==> config.mk <==
export PLATFORM = sky130hd
export DESIGN_NAME = matmul_ctrl_fsm
export DESIGN_NICKNAME = d
export VERILOG_FILES = /design/src/rtl/matmul_pkg.sv /design/src/rtl/matmul_watchdog.sv /design/src/rtl/matmul_ctrl_fsm.sv
export SDC_FILE = /design/constraint.sdc
export NUM_CORES = 1
export LEC_CHECK = 0
export ABC_AREA = 0
export BUFFER_PORTS_ARGS = -buffer_cell sky130_fd_sc_hd__buf_2
export CAP_MARGIN = 20
export CORE_ASPECT_RATIO = 1.5
export CORE_MARGIN = 2
export CORE_UTILIZATION = 45
export DETAILED_ROUTE_END_ITERATION = 8
export PLACE_DENSITY = 0.85
export SETUP_SLACK_MARGIN = 0.1
export SLEW_MARGIN = 10
export SYNTH_ARGS = -nofsm -noshare
export SYNTH_HDL_FRONTEND = slang
export SYNTH_HIERARCHICAL = 1
export SYNTH_SLANG_ARGS = --single-unit
==> constraint.sdc <==
create_clock -name clk_i -period 7.78 [get_ports clk_i]
set_input_delay 1.556 -clock clk_i [delete_from_list [all_inputs] [get_ports clk_i]]
set_output_delay 1.556 -clock clk_i [all_outputs]
set_load 0.1 [all_outputs]
==> src/rtl/matmul_pkg.sv <==
// rtl/matmul_pkg.sv - shared types, status codes and width helpers for the matmul sequencer and engine
//
// Contents:
//   state_e      : sequencer states (IDLE=0, RUN=1, DONE=2)
//   status_e     : result status codes (00 ok, 01 bad dims, 10 timeout)
//   DIM_WIDTH    : width of each dimension field
//   calc_*       : MAX_DIM and packed operand/result/flag widths from DATA_WIDTH/BUS_WIDTH
//   dim_invalid  : true when a dimension is zero or larger than MAX_DIM
package matmul_pkg;

  typedef enum logic [1:0] {
    ST_IDLE = 2'd0,
    ST_RUN  = 2'd1,
    ST_DONE = 2'd2
  } state_e;

  typedef enum logic [1:0] {
    STATUS_OK       = 2'b00,
    STATUS_BAD_DIMS = 2'b01,
    STATUS_TIMEOUT  = 2'b10
  } status_e;

  localparam int DIM_WIDTH = 3;

  function automatic int calc_max_dim(int bus_w, int data_w);
    return bus_w / data_w;
  endfunction

  function automatic int calc_mat_width(int bus_w, int data_w);
    return calc_max_dim(bus_w, data_w) * calc_max_dim(bus_w, data_w) * data_w;
  endfunction

  // Products are double width, so the result matrix is twice the operand width.
  function automatic int calc_res_width(int bus_w, int data_w);
    return 2 * calc_mat_width(bus_w, data_w);
  endfunction

  function automatic int calc_flag_width(int bus_w, int data_w);
    return calc_max_dim(bus_w, data_w) * calc_max_dim(bus_w, data_w);
  endfunction

  function automatic logic dim_invalid(logic [DIM_WIDTH-1:0] dim, int max_dim);
    return (dim == '0) || (int'(dim) > max_dim);
  endfunction

endpackage

==> src/rtl/matmul_watchdog.sv <==
// rtl/matmul_watchdog.sv - saturating run-cycle counter with timeout compare
//
// Ports:
//   clk_i, rst_ni  : clock, asynchronous active-low reset
//   clear_i        : zero the counter (held while the sequencer is idle)
//   en_i           : count this cycle (sequencer in RUN)
//   count_next_o   : count value including the current cycle, saturating at all-ones
//   expired_o      : the current enabled cycle brings the count to TIMEOUT
module matmul_watchdog
  import matmul_pkg::*;
#(
  parameter int TIMEOUT   = 32,
  parameter int CNT_WIDTH = 8
) (
  input  logic                 clk_i,
  input  logic                 rst_ni,
  input  logic                 clear_i,
  input  logic                 en_i,
  output logic [CNT_WIDTH-1:0] count_next_o,
  output logic                 expired_o
);

  logic [CNT_WIDTH-1:0] cnt_q;
  logic [CNT_WIDTH-1:0] cnt_d;

  // The next value is exported so the sequencer can record the count
  // that includes the cycle on which it leaves RUN.
  assign cnt_d        = (cnt_q == '1) ? cnt_q : cnt_q + CNT_WIDTH'(1);
  assign count_next_o = cnt_d;
  assign expired_o    = en_i && (int'(cnt_d) >= TIMEOUT);

  always_ff @(posedge clk_i or negedge rst_ni) begin
    if (!rst_ni) begin
      cnt_q <= '0;
    end else if (clear_i) begin
      cnt_q <= '0;
    end else if (en_i) begin
      cnt_q <= cnt_d;
    end
  end

endmodule

==> src/rtl/matmul_ctrl_fsm.sv <==
// rtl/matmul_ctrl_fsm.sv - command-level sequencer for the systolic matmul engine
//
// Ports:
//   clk_i, rst_ni                    : clock, asynchronous active-low reset
//   cmd_valid_i / cmd_ready_o        : command handshake (dims + packed A/B)
//   n_dim_i, k_dim_i, m_dim_i        : A is NxK, B is KxM
//   a_matrix_i, b_matrix_i           : packed operands
//   eng_start_o, eng_*_dim_o         : start bit and latched dims to engine
//   eng_a_matrix_o, eng_b_matrix_o   : latched operands to engine
//   eng_finish_i, eng_c_matrix_i,
//   eng_flags_i                      : engine completion, result, overflow flags
//   res_valid_o / res_ready_i        : held-result handshake
//   c_matrix_o, flags_o, status_o,
//   cycles_o                         : captured result, flags, status, RUN cycle count
//   busy_o                           : sequencer not idle
module matmul_ctrl_fsm
  import matmul_pkg::*;
#(
  parameter int  DATA_WIDTH = 8,
  parameter int  BUS_WIDTH  = 16,
  parameter int  TIMEOUT    = 32,
  parameter int  CNT_WIDTH  = 8,
  localparam int MAX_DIM    = calc_max_dim(BUS_WIDTH, DATA_WIDTH),
  localparam int MAT_W      = calc_mat_width(BUS_WIDTH, DATA_WIDTH),
  localparam int RES_W      = calc_res_width(BUS_WIDTH, DATA_WIDTH),
  localparam int FLG_W      = calc_flag_width(BUS_WIDTH, DATA_WIDTH)
) (
  input  logic                 clk_i,
  input  logic                 rst_ni,
  input  logic                 cmd_valid_i,
  output logic                 cmd_ready_o,
  input  logic [DIM_WIDTH-1:0] n_dim_i,
  input  logic [DIM_WIDTH-1:0] k_dim_i,
  input  logic [DIM_WIDTH-1:0] m_dim_i,
  input  logic [MAT_W-1:0]     a_matrix_i,
  input  logic [MAT_W-1:0]     b_matrix_i,
  output logic                 eng_start_o,
  output logic [DIM_WIDTH-1:0] eng_n_dim_o,
  output logic [DIM_WIDTH-1:0] eng_k_dim_o,
  output logic [DIM_WIDTH-1:0] eng_m_dim_o,
  output logic [MAT_W-1:0]     eng_a_matrix_o,
  output logic [MAT_W-1:0]     eng_b_matrix_o,
  input  logic                 eng_finish_i,
  input  logic [RES_W-1:0]     eng_c_matrix_i,
  input  logic [FLG_W-1:0]     eng_flags_i,
  output logic                 res_valid_o,
  input  logic                 res_ready_i,
  output logic [RES_W-1:0]     c_matrix_o,
  output logic [FLG_W-1:0]     flags_o,
  output logic [1:0]           status_o,
  output logic [CNT_WIDTH-1:0] cycles_o,
  output logic                 busy_o
);

  state_e               state_q;
  status_e              status_q;
  logic                 cmd_ready_q, eng_start_q, res_valid_q, busy_q;
  logic [DIM_WIDTH-1:0] n_q, k_q, m_q;
  logic [MAT_W-1:0]     a_q, b_q;
  logic [RES_W-1:0]     c_q;
  logic [FLG_W-1:0]     flags_q;
  logic [CNT_WIDTH-1:0] cycles_q;

  logic                 dims_bad;
  logic [CNT_WIDTH-1:0] wd_count_next;
  logic                 wd_expired;

  assign dims_bad = dim_invalid(n_dim_i, MAX_DIM) || dim_invalid(k_dim_i, MAX_DIM)
                 || dim_invalid(m_dim_i, MAX_DIM);

  matmul_watchdog #(
    .TIMEOUT   (TIMEOUT),
    .CNT_WIDTH (CNT_WIDTH)
  ) u_watchdog (
    .clk_i        (clk_i),
    .rst_ni       (rst_ni),
    .clear_i      (state_q == ST_IDLE),
    .en_i         (state_q == ST_RUN),
    .count_next_o (wd_count_next),
    .expired_o    (wd_expired)
  );

  always_ff @(posedge clk_i or negedge rst_ni) begin
    if (!rst_ni) begin
      state_q     <= ST_IDLE;
      status_q    <= STATUS_OK;
      cmd_ready_q <= 1'b1;
      eng_start_q <= 1'b0;
      res_valid_q <= 1'b0;
      busy_q      <= 1'b0;
      n_q         <= '0;
      k_q         <= '0;
      m_q         <= '0;
      a_q         <= '0;
      b_q         <= '0;
      c_q         <= '0;
      flags_q     <= '0;
      cycles_q    <= '0;
    end else begin
      case (state_q)
        ST_IDLE: begin
          if (cmd_valid_i && cmd_ready_q) begin
            n_q         <= n_dim_i;
            k_q         <= k_dim_i;
            m_q         <= m_dim_i;
            a_q         <= a_matrix_i;
            b_q         <= b_matrix_i;
            cmd_ready_q <= 1'b0;
            busy_q      <= 1'b1;
            if (dims_bad) begin
              // Rejected commands never start the engine; report straight away.
              state_q     <= ST_DONE;
              status_q    <= STATUS_BAD_DIMS;
              res_valid_q <= 1'b1;
              c_q         <= '0;
              flags_q     <= '0;
              cycles_q    <= '0;
            end else begin
              state_q     <= ST_RUN;
              eng_start_q <= 1'b1;
            end
          end
        end
        ST_RUN: begin
          // Finish is checked first so a result arriving on the timeout cycle is kept.
          if (eng_finish_i) begin
            state_q     <= ST_DONE;
            status_q    <= STATUS_OK;
            eng_start_q <= 1'b0;
            res_valid_q <= 1'b1;
            c_q         <= eng_c_matrix_i;
            flags_q     <= eng_flags_i;
            cycles_q    <= wd_count_next;
          end else if (wd_expired) begin
            state_q     <= ST_DONE;
            status_q    <= STATUS_TIMEOUT;
            eng_start_q <= 1'b0;
            res_valid_q <= 1'b1;
            c_q         <= '0;
            flags_q     <= '0;
            cycles_q    <= wd_count_next;
          end
        end
        ST_DONE: begin
          if (res_ready_i) begin
            state_q     <= ST_IDLE;
            res_valid_q <= 1'b0;
            cmd_ready_q <= 1'b1;
            busy_q      <= 1'b0;
          end
        end
        default: state_q <= ST_IDLE;
      endcase
    end
  end

  assign cmd_ready_o    = cmd_ready_q;
  assign eng_start_o    = eng_start_q;
  assign eng_n_dim_o    = n_q;
  assign eng_k_dim_o    = k_q;
  assign eng_m_dim_o    = m_q;
  assign eng_a_matrix_o = a_q;
  assign eng_b_matrix_o = b_q;
  assign res_valid_o    = res_valid_q;
  assign c_matrix_o     = c_q;
  assign flags_o        = flags_q;
  assign status_o       = status_q;
  assign cycles_o       = cycles_q;
  assign busy_o         = busy_q;

endmodule

# --- After elaboration in Yosys (flattened, before gate mapping) ---
# Cells that the tools add are included.
classes:
  muxes: 44
  magnitude_cmp: 4
  n_reduce_logical: 20
  shifts: 0
  n_div: 0
  n_addsub: 1
  n_mul: 0
  bitwise: 0
  eq_ne: 8
ops:
  columns: ["cell", "count"]
  rows:
  - ["two-way mux 64 bit", 4]
  - ["one-hot mux 64 bit (2 select lines)", 1]
  - ["two-way mux 8 bit", 7]
  - ["two-way mux 2 bit", 8]
  - ["two-way mux 4 bit", 4]
  - ["one-hot mux 8 bit (2 select lines)", 1]
  - ["two-way mux 1 bit", 12]
  - ["greater-than comparator 3 x 2 -> 1 bit (second input constant)", 3]
  - ["logical NOT 3 bit", 3]
  - ["adder 8 x 1 -> 8 bit (second input constant)", 1]
  - ["== test 8 bit (second input constant)", 1]
  - ["greater-or-equal comparator 8 x 6 -> 1 bit (second input constant)", 1]
  - ["!= test 2 bit (second input constant)", 4]
  - ["one-hot mux 4 bit (2 select lines)", 1]
  - ["AND reduction 4 bit", 2]
  - ["one-hot mux 1 bit (2 select lines)", 3]
  - ["one-hot mux 2 bit (3 select lines)", 1]
  - ["AND reduction 3 bit", 2]
  - ["logical OR 1 bit", 5]
  - ["AND reduction 5 bit", 1]
  - ["one-hot mux 2 bit (2 select lines)", 1]
  - ["nonzero test 2 bit", 2]
  - ["!= test 3 bit (second input constant)", 1]
  - ["one-hot mux 1 bit (3 select lines)", 1]
  - ["other kinds (6)", 7]
word_totals:
  ram_bits: 0
  latchBits: 0
  mem_bits_ro: 0
  output_inout_bits: 155
  regBits: 165
  memories: 0

# --- Longest topological paths before layout ---
depth:
  word_depth: 7
  mapped_depth: 12
  mapped_depth_nobuf: 8

# --- Hierarchy ---
# The synthesis kept the hierarchy.
by_module_without_submodules:
  columns: ["module", "instances", "cells_per_inst", "area_per_inst_um2"]
  rows:
  - ["matmul_ctrl_fsm", 1, 370, 5798.1]
  - ["matmul_watchdog", 1, 72, 626.9]

# --- Worst setup path after synthesis ---
# OpenSTA, ideal clock, no wires.
synth_timing:
  path_kind: "register to register"
  start: "register u_watchdog.cnt_q[0]"
  end: "register res_valid_q (netlist: res_valid_o)"
  stages_incl_launch_ff: 13
  setup_slack_ns: 5.116
  synth_period_minus_slack_ns: 2.664
  setup_time_ns: 0.129
  t_arrival_ns: 2.535
  required_ns: 7.651
  cell_sequence: "dfrtp_1 -> ha_1 -> and4_4 -> buf_6 -> or4b_1 -> o311a_1 -> o21ai_1 -> a21oi_1 -> a21bo_1 -> buf_2 -> buf_6 -> buf_6 -> nand3_1"
synth_between:
  elab_chain_len: 6
  elab_cells_between_ends: 7
  classes_between: "add/sub (1); order compare (1); eq/ne (2); mux (1); reduce/logical (2)"
synth_rtl:
  columns: ["item", "line_no", "source"]
  rows:
  - ["start: declaration", "matmul_watchdog.sv:23", "logic [CNT_WIDTH-1:0] cnt_q;"]
  - ["start signal: assignment", "matmul_watchdog.sv:38", "cnt_q <= cnt_d;"]
  - ["adder 8 x 1 -> 8 bit or == test 8 bit (tied branches)", "matmul_watchdog.sv:28", "assign cnt_d = (cnt_q == '1) ? cnt_q : cnt_q + CNT_WIDTH'(1);"]
  - ["two-way mux 8 bit *", "matmul_watchdog.sv:28", null]
  - ["greater-or-equal comparator 8 x 6 -> 1 bit *", "matmul_watchdog.sv:30", "assign expired_o = en_i && (int'(cnt_d) >= TIMEOUT);"]
  - ["logical AND 1 bit *", "matmul_watchdog.sv:30", null]
  - ["via wd_expired", "matmul_ctrl_fsm.sv:66", "logic wd_expired;"]
  - ["!= test 3 bit (no line) *", null, null]
  - ["AND reduction 5 bit (no line) *", null, null]
  - ["end signal: assignment", "matmul_ctrl_fsm.sv:89", "res_valid_q <= 1'b0;"]
  - ["end signal: assignment", "matmul_ctrl_fsm.sv:114", "res_valid_q <= 1'b1;"]
  - ["end signal: assignment", "matmul_ctrl_fsm.sv:130", "res_valid_q <= 1'b1;"]
  - ["end: declaration", "matmul_ctrl_fsm.sv:57", "logic cmd_ready_q, eng_start_q, res_valid_q, busy_q;"]
# Mark *: on every way through the listed nets, which the timed path passes. The rest lies on a longest branch.
# A chain may end at the register's enable or synchronous reset.

# --- Final worst setup path ---
layout_timing:
  start: "register u_watchdog.cnt_q[0]"
  end: "register cycles_q[2] (netlist: cycles_o[2])"
layout_between:
  elab_chain_len: 6
  elab_cells_between_ends: 10
  classes_between: "add/sub (1); order compare (1); eq/ne (2); mux (4); reduce/logical (2)"
layout_rtl:
  columns: ["item", "line_no", "source"]
  rows:
  - ["adder 8 x 1 -> 8 bit or == test 8 bit (tied branches)", "matmul_watchdog.sv:28", null]
  - ["two-way mux 8 bit *", "matmul_watchdog.sv:28", null]
  - ["greater-or-equal comparator 8 x 6 -> 1 bit *", "matmul_watchdog.sv:30", null]
  - ["logical AND 1 bit *", "matmul_watchdog.sv:30", null]
  - ["via wd_expired", "matmul_ctrl_fsm.sv:66", null]
  - ["!= test 3 bit (no line) *", null, null]
  - ["AND reduction 4 bit (no line) *", null, null]
  - ["end signal: assignment", "matmul_ctrl_fsm.sv:133", "cycles_q <= wd_count_next;"]
  - ["end signal: assignment", "matmul_ctrl_fsm.sv:141", "cycles_q <= wd_count_next;"]
  - ["end: declaration", "matmul_ctrl_fsm.sv:62", "logic [CNT_WIDTH-1:0] cycles_q;"]
# Mark *: on every way through the listed nets, which the timed path passes. The rest lies on a longest branch. The select of a mux whose other input is x is not followed.

==> flow_summary.toml <==
[timing]
worst_slew_pin_slew_ps = 1020
setup_violations = 0
hold_slack_ps = 479
setup_tns_ps = 0
rsz0062_at_grt = "no"
post-route-period-util_pct = 45.3
min_period_ps = 3530
slew_viol_final = 0
clock.fmax_mhz = 284
relSlewSlack_pct = 32.1
finClkSkew_ps = 13.1
finalHoldViolCount = 0

[layout]
areaGrowthSynthToFinish_pct = 33.4
layout_common_cells = "buf_2, dfrtp_1, a22o_1"
fin_nets = 878
drive_gt1_share_pct = 48.7
final_common_cell = "buf_2"
antenna_cells = 0

[synthesis]
avgSynthCellArea_um2 = 14.5
ys_seq_area_share_pct = 64.3
synth_enable_flop_cells = 0
synth_area_um2 = 6420
synth-main-ff-cell = "dfrtp_1"
synthCells = 442
ys_ff_latch = 165
yosysWarnings = 6
ys_async_sr_fraction_pct = 100
syn_nets = 589
synth_cell_types = 45

[floorplanning]
dieArea_um2 = 15300
ios = 301
num_rows = 53
initial_core_util_pct = 45.9
core_um2 = 14000
fp.dieH_um = 150
die_x_um = 102

[global_route]
grt_max_degree = 94
grt_use_met3_pct = 5.34
grt_pass1_wl_um = 24400
busiest_layer = "met2"
antenna_found_initial = 0
gr-usage-met2_pct = 36.5
grt_overflow = 0
grt_usage_pct = 20.8
grt_use_met1_pct = 24.8
grt_pass1_vias = 4739

[clock_tree]
cts_setup_buffers = 0
ctsHoldBuffers = 0
cts_root_buffer = "clkbuf_16"
clk_pin_slew_ps = 60
cts_tree = "built"
cts_htree_levels = 4
cts_resized = 0
clock-sinks = 165
numCtsBuffers = 17
insertion_delay_ps = 420
clockBufferDepth = 2

[power_and_ir_drop]
power_density_nw_per_um2 = 471
max-vdd-ir-drop_v = 0.000366
p_leak_uw = 0.00466

[min_path]
min_path_type = "flop to flop"
min-delay-start = "eng_a_matrix_o[29]"
whs_endpoint = "eng_a_matrix_o[29]"
whs_path_depth = 1

[critical_path]
path_class = "flop to flop"
rr_worst_depth = 9
reg2reg_to = "cycles_o[2]"
required_ps = 8120
r2r-start = "u_watchdog/cnt_q[0]"
end_kind = "flop"
crit_arrival_ps = 3870
regToRegSetupSlack_ps = 4250
crit_fanout = 40
worst_setup_path_start_kind = "flop"

[placement]
gp_congestion = 0.824
dp_hpwl_um = 11900
port-buffer-count = 300

[detailed_routing]
ant_nets = 0
wirelength_um = 16500
vias = 4803
drt_iter0_markers = 139
drc = 0
detail_route.first_pass.iterations = 4
avgViaCountPerCell = 5.14
wl_per_cell_um = 17.6

[flow_run]
maxCapViolations = 0

[status]
outcome = "finished clean"
kinds of logic after synthesis:
| family | count (synthesis) | share of synthesized area (%) |
|---|---|---|
| flip-flops | 165 | 64.3 |
| AO/OA/AOI/OAI | 110 | 13.7 |
| multiplexers | 78 | 13.7 |
| AND/OR/NAND/NOR | 48 | 4.56 |
| buffers and inverters | 36 | 3.12 |
| XOR/XNOR | 4 | 0.545 |
| adder cells (fa/ha/maj) | 1 | 0.195 |
area by class of cell:
| class | count | area [µm²] |
|---|---|---|
| timing repair buffer | 303 | 1530 |
| inverter | 3 | 11.3 |
| clock inverter | 13 | 119 |
| multi-input combinational | 241 | 2100 |
| fill | 1136 | 5420 |
| clock buffer | 18 | 439 |
| tap | 192 | 240 |
| sequential | 165 | 4130 |
state kept, by name (all words and copies together) (netlist names):
name	cells
eng_n_dim_o	3
eng_start_o	1
res_valid_o	1
status_o	2
c_matrix_o	64
flags_o	4
eng_b_matrix_o	32
busy_o	1
u_watchdog/cnt_q	8
eng_k_dim_o	3
eng_a_matrix_o	32
eng_m_dim_o	3
cycles_o	8
state_q	2
cmd_ready_o	1
metal layers:
metal  vias to the layer above  part of all wire (%)
li1                       2213                     -
met1                      2398                    38
met2                       178                    54
met3                        14                   6.6
met4                         0                   1.2
met5                         -                     0
report_power, final:
group | total (µW) | leakage (µW) | internal (µW) | switching, µW
Sequential | 1170 | 0.00220 | 1070 | 98.6
Clock | 789 | 0.000261 | 426 | 363
Combinational | 2080 | 0.00220 | 286 | 1800
per-stage QoR:
step	cell area [µm²]	total power, µW	setup slack [ps]	instances	utilization (%)
after global placement	8010	3240	4000	904	57.3
after CTS	8570	4070	4250	935	61.3
final	8570	4040	4250	935	61.3
after floorplan	6420	2910	5120	442	-
after detailed placement	8010	3270	3940	904	57.3
after global routing	8570	4160	4060	935	61.3
cells in the mapped netlist (all sizes together), types with 5 or more instances:
library cell | count | area [µm²]
dfrtp | 164 | 4100
a22o | 77 | 674
mux2 | 77 | 867
buf | 26 | 163
a21oi | 10 | 50.1
o21ai | 10 | 50.1
nor2 | 8 | 32.5
clkbuf | 7 | 26.3
nand2 | 6 | 22.5
nand2b | 6 | 37.5
nor2b | 6 | 40.0
a31oi | 5 | 31.3
critical path, cell delays in order, from the launching register on:
cell and delay, ps:
dfrtp_1 430, ha_1 280, and4_4 240, or4b_1 460
o311a_1 350, o21ai_1 130, a21oi_1 70, a21bo_2 730
buf_4 520, a22o_1 230
worst max path at each step:
stage | startpoint | to | slack (ps) | depth (start not counted)
2_1_floorplan | u_watchdog/cnt_q[0] | res_valid_o | 5120 | 12
3_5_place_dp | n_dim_i[0] | cycles_o[7] | 3940 | 6
4_1_cts | u_watchdog/cnt_q[0] | cycles_o[2] | 4250 | 9
3_3_place_gp | n_dim_i[0] | cycles_o[3] | 4000 | 6
5_1_grt | u_watchdog/cnt_q[0] | cycles_o[2] | 4060 | 9
6_report | u_watchdog/cnt_q[0] | cycles_o[2] | 4250 | 9
Note: power is estimated with default switching activity, not from simulation.
